`src/rtl/apb_nslave_pkg.sv`:
```
// apb_nslave_pkg: shared FSM state, request record and default widths for the APB n-slave bridge
`ifndef AW
`define AW 32
`endif
`ifndef DW
`define DW 32
`endif

package apb_nslave_pkg;
  typedef enum logic [1:0] {IDLE, SETUP, ACCESS, RESP} apb_state_e;
  typedef struct packed {
    logic             pwrite;
    logic [`AW-1:0]   paddr;
    logic [`DW-1:0]   pwdata;
  } apb_req_t;
endpackage

```
`src/rtl/apb_addr_decode.sv`:
```
// apb_addr_decode: maps the address MSBs to a slave index, hit flag and one-hot select
module apb_addr_decode #(
  parameter int NUM_SLAVES = 4,
  parameter int SELW = $clog2(NUM_SLAVES)
) (
  input  logic [SELW-1:0]       addr_hi_i,
  output logic [SELW-1:0]       idx_o,
  output logic                  hit_o,
  output logic [NUM_SLAVES-1:0] sel_o
);
  assign idx_o = addr_hi_i;
  assign hit_o = {1'b0, idx_o} < (SELW+1)'(NUM_SLAVES);
  assign sel_o = hit_o ? NUM_SLAVES'(1) << idx_o : '0;
endmodule

```
`src/rtl/apb_nslave_master.sv`:
```
// apb_nslave_master: host-to-APB3 bridge with decoded psel, wait states and error reporting.
// Define APB_TIMEOUT_EN to bound the ACCESS phase to TIMEOUT_CYCLES wait cycles.
module apb_nslave_master
  import apb_nslave_pkg::*;
#(
  parameter int AW = `AW,
  parameter int DW = `DW,
  parameter int NUM_SLAVES = 4,
  parameter int SELW = $clog2(NUM_SLAVES),
  parameter int TIMEOUT_CYCLES = 16
) (
  input  logic                     pclk,
  input  logic                     preset,
  input  logic                     transfer,
  input  logic                     read_write,
  input  logic [AW-1:0]            apb_write_paddr,
  input  logic [DW-1:0]            apb_write_data,
  input  logic [AW-1:0]            apb_read_paddr,
  output logic                     req_ready,
  output logic [DW-1:0]            apb_read_data_out,
  output logic                     rsp_valid,
  output logic                     rsp_error,
  output logic [NUM_SLAVES-1:0]    psel,
  output logic                     penable,
  output logic                     pwrite,
  output logic [AW-1:0]            paddr,
  output logic [DW-1:0]            pwdata,
  input  logic [NUM_SLAVES*DW-1:0] prdata,
  input  logic [NUM_SLAVES-1:0]    pready,
  input  logic [NUM_SLAVES-1:0]    pslverr
);
  apb_state_e state_q, state_d;
  apb_req_t req_q, req_d;
  logic [NUM_SLAVES-1:0] sel_q, sel_d, dec_sel;
  logic [SELW-1:0] idx_q, idx_d, dec_idx;
  logic [DW-1:0] rdata_q, rdata_d;
  logic err_q, err_d, dec_hit, rdy, slverr, tmo;
  logic [AW-1:0] in_addr;

  assign in_addr = read_write ? apb_read_paddr : apb_write_paddr;
  assign rdy     = pready[idx_q];
  assign slverr  = pslverr[idx_q];

  apb_addr_decode #(.NUM_SLAVES(NUM_SLAVES), .SELW(SELW)) u_dec (
    .addr_hi_i(in_addr[AW-1 -: SELW]),
    .idx_o    (dec_idx),
    .hit_o    (dec_hit),
    .sel_o    (dec_sel)
  );

`ifdef APB_TIMEOUT_EN
  localparam int CW = $clog2(TIMEOUT_CYCLES+1);
  logic [CW-1:0] cnt_q;
  always_ff @(posedge pclk) begin
    if (preset || state_q != ACCESS) cnt_q <= '0;
    else if (!rdy) cnt_q <= cnt_q + 1'b1;
  end
  // this wait cycle is the one that brings the count to TIMEOUT_CYCLES
  assign tmo = cnt_q == CW'(TIMEOUT_CYCLES-1);
`else
  assign tmo = TIMEOUT_CYCLES < 0;
`endif

  always_ff @(posedge pclk) begin
    if (preset) begin
      state_q <= IDLE;
      req_q   <= '0;
      sel_q   <= '0;
      idx_q   <= '0;
      err_q   <= 1'b0;
      rdata_q <= '0;
    end else begin
      state_q <= state_d;
      req_q   <= req_d;
      sel_q   <= sel_d;
      idx_q   <= idx_d;
      err_q   <= err_d;
      rdata_q <= rdata_d;
    end
  end

  always_comb begin
    state_d = state_q;
    req_d   = req_q;
    sel_d   = sel_q;
    idx_d   = idx_q;
    err_d   = err_q;
    rdata_d = rdata_q;
    case (state_q)
      IDLE: if (transfer) begin
        req_d   = '{pwrite: !read_write, paddr: in_addr, pwdata: apb_write_data};
        sel_d   = dec_sel;
        idx_d   = dec_idx;
        err_d   = !dec_hit;
        state_d = dec_hit ? SETUP : RESP;
      end
      SETUP: state_d = ACCESS;
      ACCESS: if (rdy) begin
        err_d   = slverr;
        rdata_d = (!req_q.pwrite && !slverr) ? prdata[idx_q*DW +: DW] : rdata_q;
        state_d = RESP;
      end else if (tmo) begin
        err_d   = 1'b1;
        state_d = RESP;
      end
      default: state_d = IDLE;
    endcase
  end

  assign req_ready         = state_q == IDLE && !preset;
  assign psel              = (state_q == SETUP || state_q == ACCESS) ? sel_q : '0;
  assign penable           = state_q == ACCESS;
  assign pwrite            = req_q.pwrite;
  assign paddr             = req_q.paddr;
  assign pwdata            = req_q.pwdata;
  assign rsp_valid         = state_q == RESP;
  assign rsp_error         = rsp_valid && err_q;
  assign apb_read_data_out = rdata_q;
endmodule

```
`config.mk`:
```
export PLATFORM = sky130hd
export DESIGN_NAME = apb_nslave_master
export DESIGN_NICKNAME = d
export VERILOG_FILES = /design/src/rtl/apb_nslave_pkg.sv /design/src/rtl/apb_addr_decode.sv /design/src/rtl/apb_nslave_master.sv
export SDC_FILE = /design/constraint.sdc
export NUM_CORES = 1
export LEC_CHECK = 0
export ABC_CLOCK_PERIOD_IN_PS = 3800
export CAP_MARGIN = 30
export CORE_AREA = 3 3 130 132
export CTS_CLUSTER_SIZE = 10
export DETAILED_ROUTE_END_ITERATION = 7
export DIE_AREA = 0 0 133 135
export PLACE_DENSITY = 0.7
export RECOVER_POWER = 25
export SETUP_SLACK_MARGIN = 0.3
export SLEW_MARGIN = 20
export SYNTH_ARGS = -nofsm -noshare
export SYNTH_HDL_FRONTEND = slang
export SYNTH_HIERARCHICAL = 1
export SYNTH_SLANG_ARGS = --single-unit
```
`constraint.sdc`:
```
create_clock -name pclk -period 3.8 [get_ports pclk]
set_input_delay 0.57 -clock pclk [delete_from_list [all_inputs] [get_ports pclk]]
set_output_delay 0.57 -clock pclk [all_outputs]
set_load 0.01 [all_outputs]
```
After elaboration in Yosys (flattened, before gate mapping)

Index checks and enable logic that the tools add are counted.

Register bits: 106
Logic and storage cells: 42
Output and inout bits: 105

Eq/ne operators: 5
Reduce and logical (&&, ||, !) cells: 14
Multiplexer cells: 12
Shifts and indexed selects: 2
Magnitude comparators: 1

Operator list:

| cell                  | count |
|---|---|
| $shiftx A128 B8 Y32   | 1 |
| $mux W32              | 1 |
| $pmux W2 S3           | 1 |
| $reduce_and A3 Y1     | 2 |
| $bmux W1 S2           | 2 |
| $eq A2 B2 Y1 const B  | 2 |
| $logic_not A1 Y1      | 4 |
| $mux W1               | 4 |
| $mux W2               | 2 |
| $mux W4               | 1 |
| $reduce_and A2 Y1     | 2 |
| $shl A1 B2 Y4 const A | 1 |
| $logic_and A1 B1 Y1   | 3 |
| $lt A2 B3 Y1 const B  | 1 |
| $eq A2 B1 Y1 const B  | 1 |
| $logic_not A2 Y1      | 1 |
| $ne A2 B1 Y1 const B  | 1 |
| $ne A2 B2 Y1 const B  | 1 |
| $pmux W1 S2           | 1 |
| $reduce_bool A2 Y1    | 1 |
| $logic_or A1 B1 Y1    | 1 |

Logic depth before layout (Yosys ltp)

Depth after elaboration: 5
Depth in mapped cells: 8
Depth with buffers taken out: 6

Cells and area by module

The synthesis kept the hierarchy.

By module, submodules not included:

| module            | area an instance (µm²) | instances | sequential area each (µm²) | cells each |
|---|---|---|---|---|
| apb_nslave_master | 5183.7                 | 1         | 2122.0                     | 544 |
| apb_addr_decode   | 52.6                   | 1         | 0.0                        | 8 |

Worst setup path after synthesis

No wires, ideal clock.

Path type: reg-to-reg
Start point: reg state_q[0]
End point: reg rdata_q[10], in the netlist apb_read_data_out[10]
Stages on the path, launching flop included: 9
Path slack: 1.908 ns
Setup time: 0.132 ns
Arrival: 1.760 ns
Buffers on the path: 2
Period minus slack after synthesis: 1.892 ns
Path through: dfxtp_1 inv_1 ha_1 nand2_1 or4_1 buf_2 buf_6 nand3_2 a21oi_1

Cells in the longest elaborated chain, start to end: 2

RTL lines:

| element                     | RTL line                | source |
|---|---|---|
| start, declared             | apb_nslave_master.sv:32 | `apb_state_e state_q, state_d;` |
| start signal, assigned      | apb_nslave_master.sv:73 | `state_q <= state_d;` |
| $eq A2 B2 Y1                | -                       |  |
| net penable                 | apb_nslave_master.sv:24 | `output logic penable,` |
| $reduce_and A3 Y1 (no line) | -                       |  |
| end signal, assigned        | apb_nslave_master.sv:78 | `rdata_q <= rdata_d;` |
| end, declared               | apb_nslave_master.sv:36 | `logic [DW-1:0] rdata_q, rdata_d;` |

The timed path passes the listed nets, and every way through them passes these cells.
A chain may end at the register's enable or synchronous reset.

Worst setup path after layout

Start point: reg state_q[1]
End point: out psel[3]

Cells in the longest elaborated chain, start to end: 3

RTL lines:

| element                                      | RTL line                 | source |
|---|---|---|
| $eq A2 B1 Y1 or $eq A2 B2 Y1 (tied branches) | apb_nslave_master.sv:111 | `assign psel = (state_q == SETUP \|\| state_q == ACCESS) ? sel_q : '0;` |
| $logic_or A1 B1 Y1 *                         | apb_nslave_master.sv:111 |  |
| $mux W4 *                                    | apb_nslave_master.sv:111 |  |
| end, declared                                | apb_nslave_master.sv:23  | `output logic [NUM_SLAVES-1:0] psel,` |

Mark *: on every way between the ends. The rest lies on a longest branch, timed or not.

==> results.md <==
* Worst setup path start: state_q[1]
* Worst R2R End: apb_read_data_out[22]
* Root buf cell: clkbuf_16
* Post-CTS setup buffer count at 0
* Worst Tran Pin Value at between 1.5 and 2 ns
* Hold Slack at approximately 0.45 ns
* CP Launch Type: flop
* Maximum VDD drop at between 200 and 250 uV
* H-tree depth reported by CTS at 3
* Crit-path max cell delay at just under 0.6 ns
* Synth area leaders: dfxtp_1 (41%), mux4_2 (14%), a21oi_1 (7.0%)
* Syn_nets at around 790
* Violated checks: max-capacitance violations, max-slew violations
* Final global-route overflow total at 0
* CTS Hold Bufs at 0
* Final setup viols at 0
* WHS Endpoint: sel_q[2]
* Post-CTS sizing at 0
* Final Power at approximately 4.0 mW
* Fin util at a little under three fifths
* Cells after synthesis at ~550
* Post-synth ARST share at 0%
* Worst EP arrival at between 1.5 and 2 ns
* Highest Clock Rate at between 0.3 and 0.4 GHz
* Hold Crit Class: flop to flop
* Crit path kind: flop to output pin
* Clock latency on the worst-skew pair at approximately 0.35 ns
* Area leader, netlist: dfxtp_1
* Nets@finish at between 1000 and 1500
* Dpl hpwl at roughly 14 mm
* Ports at between 300 and 400
* CTS Buffer Depth at 2
* Share of post-route cells with drive strength above 1 at a little over a tenth
* Post-DR wirelength/cell at approximately 17 um
* Most frequent cell after synthesis: dfxtp_1
* Num CTS Buffers at 9
* First-pass DRT Iterations at 5
* Core ar. at around 16000 um2
* Worst R2R Path Depth at 7
* YS warnings at 6
* P per Cell Area at 438.1 nW/um2
* Flop2flop setup slack at ~1.6 ns
* Setup TNS at 0 ns
* Hold Vio Cnt, Final at 0
* CTS tree: yes
* Starting Density at 33.08%
* CP Capture Type: output pin
* EDFF count, synth at 0
* RSZ-0062 raised after global routing: false
* Seq/Total Area, Yosys at about two fifths
* Clock slew at reported path FFs at about 0.080 ns
* CP Cell Sequence: inv_1, ha_1, and2_1, clkdlybuf4s50_1
* Post-synth top area share at ~41%
* Max-cap violations at 1
* CTS sink cnt at about 110
* First-pass GRT wire length at about 28 mm
* Vias at approximately 5300
* Routed Antenna Nets at 0
* Drt drc at 0
* Largest net degree at the start of global routing at 103
* Min Tclk post-route at around 2.5 ns
* RR Startpoint: state_q[0]
* Netlist Area Pre-Place at roughly 5200 um2
* Routed WL at roughly 18 mm
* Hold wc startpoint: sel_q[2]
* Final period util at between 60% and 70%
* Worst Hold Path Cells at 2
* Dominant synthesized flop cell: dfxtp_1
* Avg Cell Area, Syn at ~9.5 um2
* Max Slew Vio Count at 80
* Crit Path Max Fanout at 5
* P&R area growth vs syn at 72.23%
* Die area at 17960 um2
* Max-slew headroom at -15.03%
* PortBufs at 340
* Status: complete, but fails checks
* Vias per cell at 4.880
* Row cnt at 46
* Yosys reg bits at between 100 and 150
* Iter 0 DRT Violations at 235
* Vias in the first global route at slightly above 5000
* Final Skew at a little under 0.006 ns
* All-Layer GR Usage at between 10% and 20%
* Cell variety after synth at 35
* Routability cong. at 0.7680
* Antenna violations before repair at 1
* Die span in x at between 100 and 150 um
* Worst EP required at between 3 and 4 ns
* Leak pwr at roughly 3.2 nW
* Top post-synthesis cells by count: dfxtp_1 (106), nand2_1 (79), a21oi_1 (73), nor2_1 (38), clkbuf_1 (35)
* Die Ht at 135 um
* CP max-delay cell: clkdlybuf4s50_1
per-stage QoR:
step | instances | setup slack, ns | instance area, um2
after global placement | 1061 | 1.405 | 8706
after floorplan | 552 | 1.908 | 5236
after detailed placement | 1061 | 1.372 | 8706
after global routing | 1079 | 1.094 | 9019
final | 1079 | 1.267 | 9019
after CTS | 1077 | 1.211 | 8999
critical path, delay by kind of cell, from the launching register on:
| family | cells | cell delay (ns) |
|---|---|---|
| fa+ha+maj | 1 | 0.38 |
| buf+inv | 2 | 0.67 |
| flops | 1 | 0.42 |
| simple gates | 1 | 0.15 |
power breakdown:
part | switching [mW] | total, mW | internal (mW)
registers | 0.118 | 1.43 | 1.32
logic | 0.721 | 1.59 | 0.871
clock network | 0.461 | 0.925 | 0.464
metal layers:
metal | GRT usage (%) | wire length (um)
met5 | 0 | 0
met2 | 33.69 | 8988
met1 | 21.59 | 6856
met3 | 7.452 | 1923
met4 | 5.947 | 386
cell usage in the layout, fill, tap and decap left out, types with 6 or more instances in the layout:
cell,instances
o21ai_0,28
clkbuf_16,9
mux4_2,32
nand3_1,12
dlygate4sd3_1,14
mux2i_1,32
nand3_2,20
a21oi_1,73
a211oi_1,31
buf_4,9
nand2_1,79
clkdlybuf4s50_1,324
and2_1,6
dfxtp_1,104
nor2_1,38
kinds of logic after synthesis:
family,Yosys count,share of synthesized area [%]
AOI/OAI and AO/OA,141,15.22
adders and majority gates,5,1.195
buffers and inverters,59,5.687
DFF,106,40.53
muxes,68,20.88
other,1,0.07162
and+or+nand+nor,172,16.42
worst max-delay path by stage:
stage	to	slack [ns]	depth (start not counted)
finish	psel[3]	1.27	4
global route	psel[3]	1.09	4
CTS	psel[3]	1.21	4
detailed placement	paddr[1]	1.37	4
global placement	apb_read_data_out[29]	1.41	6
floorplan	apb_read_data_out[10]	1.91	8
registers in the layout, summed over array words and instances (netlist names):
signal / flops
paddr: 32
pwdata: 32
pwrite: 1
state_q: 2
idx_q: 2
err_q: 1
apb_read_data_out: 32
sel_q: 4
area by class of cell:
| cell class | instances | area [um2] |
|---|---|---|
| fillers | 1432 | 6809 |
| clock inverters | 7 | 67.56 |
| clock buffers | 9 | 225.2 |
| well taps | 216 | 270.3 |
| flip-flops and latches | 106 | 2125 |
| diodes | 1 | 2.502 |
| multi-input cells | 387 | 2836 |
| repair buffers | 350 | 3481 |
| inverters | 3 | 11.26 |
No activity file was read; power rests on OpenSTA's default activity.
